--- src/rtl/mips_mc_pkg.sv ---
// Shared opcode/funct encodings, FSM states and ALU operations
// for the multi-cycle MIPS-I subset core.
package mips_mc_pkg;

    localparam logic [5:0] OP_RTYPE = 6'h00;
    localparam logic [5:0] OP_J     = 6'h02;
    localparam logic [5:0] OP_BEQ   = 6'h04;
    localparam logic [5:0] OP_ADDI  = 6'h08;
    localparam logic [5:0] OP_LW    = 6'h23;
    localparam logic [5:0] OP_SW    = 6'h2B;

    localparam logic [5:0] FN_ADD = 6'h20;
    localparam logic [5:0] FN_SUB = 6'h22;
    localparam logic [5:0] FN_AND = 6'h24;
    localparam logic [5:0] FN_OR  = 6'h25;
    localparam logic [5:0] FN_SLT = 6'h2A;

    typedef enum logic [2:0] {
        FETCH, DECODE, EXEC, MEM_RD,
        MEM_WR, WB_ALU, WB_MEM, TRAP
    } state_t;

    typedef enum logic [2:0] {
        ADD, SUB, AND, OR, SLT
    } alu_op_t;

    function automatic logic [31:0] sext16(input logic [15:0] v);
        return {{16{v[15]}}, v};
    endfunction

endpackage

--- src/rtl/mips_mc_regfile.sv ---
// 32x32 register file: two async read ports, one sync write port,
// R0 hardwired to zero.
module mips_mc_regfile (
    input  logic        CLK,
    input  logic        RST,
    input  logic [4:0]  ra1,
    input  logic [4:0]  ra2,
    output logic [31:0] rd1,
    output logic [31:0] rd2,
    input  logic        we,
    input  logic [4:0]  wa,
    input  logic [31:0] wd
);

    logic [31:0] regs [32];

    always_ff @(posedge CLK) begin
        if (RST) begin
            for (int i = 0; i < 32; i++) regs[i] <= '0;
        end else if (we && wa != 5'd0) begin
            regs[wa] <= wd;
        end
    end

    assign rd1 = (ra1 == 5'd0) ? 32'd0 : regs[ra1];
    assign rd2 = (ra2 == 5'd0) ? 32'd0 : regs[ra2];

endmodule

--- src/rtl/mips_mc_core.sv ---
// Multi-cycle MIPS-I subset core with a single shared memory port
// using a req/ready handshake; FETCH/DECODE/EXEC/MEM/WB sequencing.
module mips_mc_core
    import mips_mc_pkg::*;
#(
    parameter int               ADDR_W           = 32,
    parameter logic [ADDR_W-1:0] RESET_PC        = '0,
    parameter bit               TRAP_ON_MISALIGN = 1'b1
) (
    input  logic              CLK,
    input  logic              RST,
    output logic              mem_req,
    output logic              mem_we,
    output logic [ADDR_W-1:0] mem_addr,
    output logic [31:0]       mem_wdata,
    input  logic              mem_ready,
    input  logic [31:0]       mem_rdata,
    output logic              retire,
    output logic              trap,
    output logic [ADDR_W-1:0] pc_dbg
);

    state_t            state;
    logic [ADDR_W-1:0] pc;
    logic [31:0]       ir, a, b, alu_out, mdr;

    logic [5:0]  opcode, funct;
    logic [31:0] imm_ext, pc32, j_tgt, addr_calc, alu_y;
    logic [31:0] rf_rd1, rf_rd2, rf_wd;
    logic [4:0]  rf_wa;
    logic        rf_we;
    logic        is_r, is_addi, is_lw, is_sw, is_beq, is_j;
    logic        funct_ok, legal, fetch_mis, ea_mis;
    alu_op_t     alu_op;

    assign opcode    = ir[31:26];
    assign funct     = ir[5:0];
    assign imm_ext   = sext16(ir[15:0]);
    assign pc32      = 32'(pc);
    assign j_tgt     = {pc32[31:28], ir[25:0], 2'b00};
    assign addr_calc = a + imm_ext;

    assign is_r    = opcode == OP_RTYPE;
    assign is_addi = opcode == OP_ADDI;
    assign is_lw   = opcode == OP_LW;
    assign is_sw   = opcode == OP_SW;
    assign is_beq  = opcode == OP_BEQ;
    assign is_j    = opcode == OP_J;

    always_comb begin
        alu_op   = ADD;
        funct_ok = 1'b1;
        case (funct)
            FN_ADD:  alu_op = ADD;
            FN_SUB:  alu_op = SUB;
            FN_AND:  alu_op = AND;
            FN_OR:   alu_op = OR;
            FN_SLT:  alu_op = SLT;
            default: funct_ok = 1'b0;
        endcase
    end

    assign legal = (is_r && funct_ok) || is_addi || is_lw
                || is_sw || is_beq || is_j;

    always_comb begin
        case (alu_op)
            SUB:     alu_y = a - b;
            AND:     alu_y = a & b;
            OR:      alu_y = a | b;
            SLT:     alu_y = {31'd0, $signed(a) < $signed(b)};
            default: alu_y = a + b;
        endcase
    end

    assign fetch_mis = TRAP_ON_MISALIGN && pc[1:0] != 2'b00;
    assign ea_mis    = TRAP_ON_MISALIGN && addr_calc[1:0] != 2'b00;

    // Outputs are masked during RST so an abandoned access never lingers.
    assign mem_req = !RST && ((state == FETCH && !fetch_mis)
                   || state == MEM_RD || state == MEM_WR);
    assign mem_we    = !RST && state == MEM_WR;
    assign mem_wdata = b;
    assign trap      = !RST && state == TRAP;
    assign pc_dbg    = pc;

    assign retire = !RST && (state == WB_ALU || state == WB_MEM
                  || (state == MEM_WR && mem_ready)
                  || (state == EXEC && (is_beq || is_j)));

    always_comb begin
        mem_addr = (state == FETCH) ? pc : ADDR_W'(alu_out);
        if (!TRAP_ON_MISALIGN) mem_addr[1:0] = 2'b00;
    end

    assign rf_we = !RST && (state == WB_ALU || state == WB_MEM);
    assign rf_wa = (state == WB_ALU && is_r) ? ir[15:11] : ir[20:16];
    assign rf_wd = (state == WB_MEM) ? mdr : alu_out;

    mips_mc_regfile u_rf (
        .CLK (CLK),
        .RST (RST),
        .ra1 (ir[25:21]),
        .ra2 (ir[20:16]),
        .rd1 (rf_rd1),
        .rd2 (rf_rd2),
        .we  (rf_we),
        .wa  (rf_wa),
        .wd  (rf_wd)
    );

    always_ff @(posedge CLK) begin
        if (RST) begin
            state   <= FETCH;
            pc      <= RESET_PC;
            ir      <= '0;
            a       <= '0;
            b       <= '0;
            alu_out <= '0;
            mdr     <= '0;
        end else begin
            unique case (state)
                FETCH: begin
                    if (fetch_mis) begin
                        state <= TRAP;
                    end else if (mem_ready) begin
                        ir    <= mem_rdata;
                        pc    <= pc + ADDR_W'(4);
                        state <= DECODE;
                    end
                end
                DECODE: begin
                    a       <= rf_rd1;
                    b       <= rf_rd2;
                    alu_out <= pc32 + (imm_ext << 2);
                    state   <= legal ? EXEC : TRAP;
                end
                EXEC: begin
                    unique case (1'b1)
                        is_r: begin
                            alu_out <= alu_y;
                            state   <= WB_ALU;
                        end
                        is_addi: begin
                            alu_out <= addr_calc;
                            state   <= WB_ALU;
                        end
                        is_lw, is_sw: begin
                            alu_out <= addr_calc;
                            if (ea_mis)     state <= TRAP;
                            else if (is_lw) state <= MEM_RD;
                            else            state <= MEM_WR;
                        end
                        is_beq: begin
                            if (a == b) pc <= ADDR_W'(alu_out);
                            state <= FETCH;
                        end
                        is_j: begin
                            pc    <= ADDR_W'(j_tgt);
                            state <= FETCH;
                        end
                        default: state <= TRAP;
                    endcase
                end
                MEM_RD: begin
                    if (mem_ready) begin
                        mdr   <= mem_rdata;
                        state <= WB_MEM;
                    end
                end
                MEM_WR: begin
                    if (mem_ready) state <= FETCH;
                end
                WB_ALU: state <= FETCH;
                WB_MEM: state <= FETCH;
                TRAP:   state <= TRAP;
            endcase
        end
    end

endmodule
--- config.mk ---
export PLATFORM = sky130hd
export DESIGN_NAME = mips_mc_core
export DESIGN_NICKNAME = d
export VERILOG_FILES = /design/src/rtl/mips_mc_pkg.sv /design/src/rtl/mips_mc_regfile.sv /design/src/rtl/mips_mc_core.sv
export SDC_FILE = /design/constraint.sdc
export NUM_CORES = 2
export LEC_CHECK = 0
export ABC_CLOCK_PERIOD_IN_PS = 7800
export CORE_MARGIN = 3
export CORE_UTILIZATION = 55
export CTS_CLUSTER_SIZE = 16
export DETAILED_ROUTE_END_ITERATION = 8
export HOLD_SLACK_MARGIN = 0.06
export PLACE_DENSITY = 0.81
export SKIP_LAST_GASP = 1
export SLEW_MARGIN = 20
export SYNTH_ARGS = -nofsm -noshare
export SYNTH_HDL_FRONTEND = slang
export SYNTH_SLANG_ARGS = --single-unit
--- constraint.sdc ---
create_clock -name CLK -period 7.8 [get_ports CLK]
set_input_delay 1.17 -clock CLK [delete_from_list [all_inputs] [get_ports CLK]]
set_output_delay 1.17 -clock CLK [all_outputs]
set_load 0.02 [all_outputs]
==> Yosys cells after proc, flatten, opt, wreduce, memory -nomap -nowiden <==
Memories as Yosys holds them, arrays and structs flattened. A register that Yosys moved wholly into a read port is not among the register bits.
Cells that the tools add are included.
{ "op_classes": {"bitwise": 3, "n_eq_ne": 33, "reduce_logical": 46, "n_mux": 36, "add_sub_neg": 5, "order_cmp": 1} }
{ "ops": {"columns": ["operator", "count"], "rows": [
  ["$mux 32", 8],
  ["$pmux 32 s2", 4],
  ["$pmux 32 s4", 1],
  ["$add 32x32->32", 3],
  ["$eq 6x6->1 const B", 7],
  ["$add 32x3->32 const B", 1],
  ["$and 32x32->32", 1],
  ["$eq 32x32->1", 1],
  ["$lt 32x32->1", 1],
  ["$or 32x32->32", 1],
  ["$reduce_or 32->1", 1],
  ["$sub 32x32->32", 1],
  ["$mux 5", 6],
  ["$mux 3", 7],
  ["$pmux 3 s7", 1],
  ["$eq 3x3->1 const B", 5],
  ["$eq 3x2->1 const B", 4],
  ["$ne 2x2->1 const B", 6],
  ["$pmux 3 s4", 1],
  ["$logic_and 1x1->1", 11],
  ["$logic_or 1x1->1", 11],
  ["$logic_not 5->1", 2],
  ["$ne 3x3->1 const B", 3],
  ["$pmux 3 s3", 1],
  ["20 further kinds", 36]
]} }
{ "totals": {"ram_bits": 1024, "mem_count": 1, "output_inout_bits": 100, "inputBits": 35, "ff_bits": 195} }
{ "memory_table": {"columns": ["memory", "depth", "width", "rd", "rd_clocked_by_memory_dff", "wr", "line", "text"], "rows": [
  ["u_rf.regs", 32, 32, 2, 2, 32, "mips_mc_regfile.sv:15", "logic [31:0] regs [32];"]
]} }

==> Depth between registers and ports, before layout <==
{ "depth": {"word_depth": 11, "ltp_mapped": 14, "mapped_depth_nobuf": 13} }

==> Hierarchy <==
From an unflattened synthesis, not the netlist that was laid out.
{ "hier_totals": {"cells_unflattened": 5989, "hier_area_um2": 71522.3} }
{ "modules_own_cells": {"columns": ["module", "area_each_um2", "seq_area_each_um2", "instances", "cells_each"], "rows": [
  ["mips_mc_regfile", 54245.8, 30749.5, 1, 3502],
  ["mips_mc_core", 17276.6, 3903.7, 1, 2487]
]} }

==> Worst setup path after synthesis <==
No wires, ideal clock.
{ "synth_timing": {"kind": "input to output", "start": "input port RST", "end": "output port retire", "t_arrival_ps": 2647, "cell_stages": 3, "path_slack_ps": 3983, "required_ps": 6630, "cell_sequence": "clkbuf_1 clkbuf_1 a2111oi_0"} }
{ "synth_between": {"elab_chain_cells": 2} }
{ "synth_lines": {"columns": ["element", "line", "text"], "rows": [
  ["start: declaration", "mips_mc_core.sv:11", "input logic RST,"],
  ["$logic_not 1->1", "mips_mc_core.sv:87", "assign retire = !RST && (state == WB_ALU || state == WB_MEM"],
  ["$logic_and 1x1->1", "mips_mc_core.sv:87", null],
  ["end: declaration", "mips_mc_core.sv:18", "output logic retire,"]
]} }
Every way passes these cells.

==> flow_summary.ini <==
[global_routing]
met1_usage_pct = 49.0
overflow = 0
met2_usage_pct = 54.9
gr-usage-all-layers_pct = 37.8
grt_use_met3_pct = 15.9
top_usage_layer = met2
antenna_found_initial = 31
grt_max_degree = 130
grt_pass1_vias = 49720
grt_pass1_wl_um = 353000

[logic_synthesis]
yosysWarnings = 0
post-synth-top-count-cell = nor2_1
synth_top_flop_cell = edfxtp_1
synth_area_per_cell_sq_um = 12.2
synth_cell_types = 73
synth_top_area_cell = edfxtp_1
synth_cells = 5622
ys_seq_area_share_pct = 50.7
synthArstFlopShare_pct = 0
synth_area_sq_mm = 0.0687
ys_top_cells_by_count = nor2_1 (1318), edfxtp_1 (1024), mux4_2 (640)
synth_top_area_share_pct = 44.7
synth_edf_count = 1024
synth-seq-cells = 1229
synth_area_leaders = edfxtp_1 (45%), mux4_2 (21%), nor2_1 (7.2%)

[setup_path]
cpPeakStageDelay_ns = 1.00
reg2reg_slack_ns = 2.35
cp-start-kind = register
timing.rr.start = ir[31]$_SDFFE_PP0P_
cp_max_fo = 33
required_ns = 8.18
rr_worst_depth = 8
r2r-end = u_rf.regs[14][28]$_SDFFCE_PN0P_
worstPathCellList = or4_1 -> nor4_4 -> nor3_1 -> a31oi_1 -> o31ai_2 -> nor2_2 -> nand2_2 -> nand2b_2
arrival_ns = 5.83
cp_slowest_cell = nor4_4
path_class = register to register
endpoint_kind = register

[drt]
routed_wl_um = 248000
ant_nets = 0
drtPass1Iterations = 8
via_per_inst = 7.24
vias = 52849
drtIter0Drc = 9911
drc_errors = 0
post_drt_wl_per_cell_um = 34.0

[clocking]
cts-hold-fix-buffers = 0
clk_latency_ns = 0.79
root_buffer = clkbuf_16
numCtsBuffers = 130
cts_setup_buffers = 0
h-tree-depth = 4
clkSlewWorstSetupHoldPaths_ns = 0.06
clock_path_buffers = 3
cts_tree = built
post_cts_resized = 0
cts_sinks = 1229

[floorplanning]
dieHeight_um = 360
dieArea_sq_mm = 0.129
initial_core_util_pct = 55.5
die_w_um = 360
core_area_sq_mm = 0.124
ios = 135
row_count = 129

[sta]
finalCritPeriodShare_pct = 69.8
fin_setup_tns_ns = 0
hold_slack_ns = 0.487
relSlewSlack_pct = 14.1
setup_viol = 0
fmax_mhz = 184
worst_slew_pin_slew_ns = 1.28
period_minus_slack_ns = 5.45
finClkSkew_ns = 0.0485
drv_slew = 0
hold_violations = 0
grt_setup_unrepaired = no

[worst_hold_path]
hold_depth = 2
hp-start = mdr[23]$_SDFFE_PP0P_
min_delay_worst_endpoint = mdr[23]$_SDFFE_PP0P_
worstHoldPathType = register to register

[place]
dpl.hpwl_um = 167000
portBuffers = 134
gp_congestion = 1.10

[power_and_ir_drop]
p_leak_nw = 24.7
power.density_mw_per_mm2 = 310
ir_drop_mv = 0.230

[layout]
drive_gt1_share_pct = 19.4
area_growth_pct = 10.8
fillCellCount = 8926
num-nets-final = 5736

[job]
maxCapViolCount = 0

[outcome]
status = completed
## registers in the layout, indices dropped and copies added (netlist names), named ones only
signal	cells
a	32
alu_out	32
ir	32
mdr	32
mem_wdata	32
pc_dbg	32
state	3
u_rf.regs	1024
## per-layer routing
| metal | routed length, um | up-vias | part of all wire [%] |
|---|---|---|---|
| li1 | - | 20960 | - |
| met1 | 81400 | 26208 | 33 |
| met2 | 107000 | 4935 | 43 |
| met3 | 44100 | 732 | 18 |
| met4 | 15800 | 14 | 6.4 |
| met5 | 99 | - | 0.040 |
## kinds of logic after synthesis
logic type	count (synthesis)	share of synthesized area [%]
AO/OA/AOI/OAI	820	7.47
XOR/XNOR	58	0.739
adder cells (fa/ha/maj)	161	2.97
buffers and inverters	621	3.39
flip-flops	1229	50.7
multiplexers	779	23.1
other	1	0.00546
AND/OR/NAND/NOR	1953	11.7
## worst max-delay path by stage
| stage | start | endpoint | cells after the start |
|---|---|---|---|
| after floorplan | RST | retire | 3 |
| after detailed placement | ir[31]$_SDFFE_PP0P_ | u_rf.regs[14][28]$_SDFFCE_PN0P_ | 8 |
| after global routing | ir[31]$_SDFFE_PP0P_ | u_rf.regs[5][7]$_SDFFCE_PN0P_ | 8 |
| after global placement | ir[31]$_SDFFE_PP0P_ | u_rf.regs[14][28]$_SDFFCE_PN0P_ | 8 |
| after CTS | ir[31]$_SDFFE_PP0P_ | u_rf.regs[14][28]$_SDFFCE_PN0P_ | 8 |
| final | ir[31]$_SDFFE_PP0P_ | u_rf.regs[14][28]$_SDFFCE_PN0P_ | 8 |
## layout by cell type, fill, tap and decap left out, types with 46 or more instances in the layout
cell type	Yosys	routed
buf_4	0	108
mux2i_1	106	74
nor3_1	69	67
ha_1	157	157
o21ai_0	143	143
nor2_1	1318	1314
nand3_1	47	46
edfxtp_1	1024	1024
clkbuf_16	0	132
inv_1	128	128
nand2_1	326	314
a21oi_1	322	321
dfxtp_1	205	194
clkdlybuf4s50_1	0	133
mux4_2	640	640
## layout make-up
class                   count  area (sq um)  share of cell area (%)
flip-flops and latches   1229         34900                    45.8
repair buffers            248          2280                    2.99
diodes                     17          42.5                  0.0559
inverters                 128           480                   0.631
clock buffers             171          3510                    4.61
clock inverters            64           676                   0.887
well taps                1637          2050                    2.69
multi-input cells        3803         32200                    42.3
## worst max-delay path, delay by kind of cell, from the launching register on
kind	cells	cell delay [ns]
DFF	1	0.35
and+or+nand+nor	6	4.17
AOI/OAI and AO/OA	2	0.51
## power breakdown
part | total, mW | internal, mW | switching (mW) | leakage (nW)
clock network | 6.20 | 3.45 | 2.76 | 2.04
registers | 8.23 | 7.50 | 0.737 | 12.2
logic | 9.17 | 3.14 | 6.02 | 10.4
## through the flow
step / instance area [sq um] / power [mW] / cells / setup WS [ns] / util (%)
2_1_floorplan: 68900 / 13.3 / 5653 / 3.98 / -
3_3_place_gp: 71900 / 16.8 / 7045 / 2.75 / 58.0
3_5_place_dp: 71900 / 17.0 / 7045 / 2.64 / 58.0
4_1_cts: 76100 / 23.1 / 7280 / 2.54 / 61.4
5_1_grt: 76100 / 24.0 / 7284 / 2.26 / 61.4
6_report: 76200 / 23.6 / 7297 / 2.35 / 61.4
Note: power is estimated with default switching activity, not from simulation.
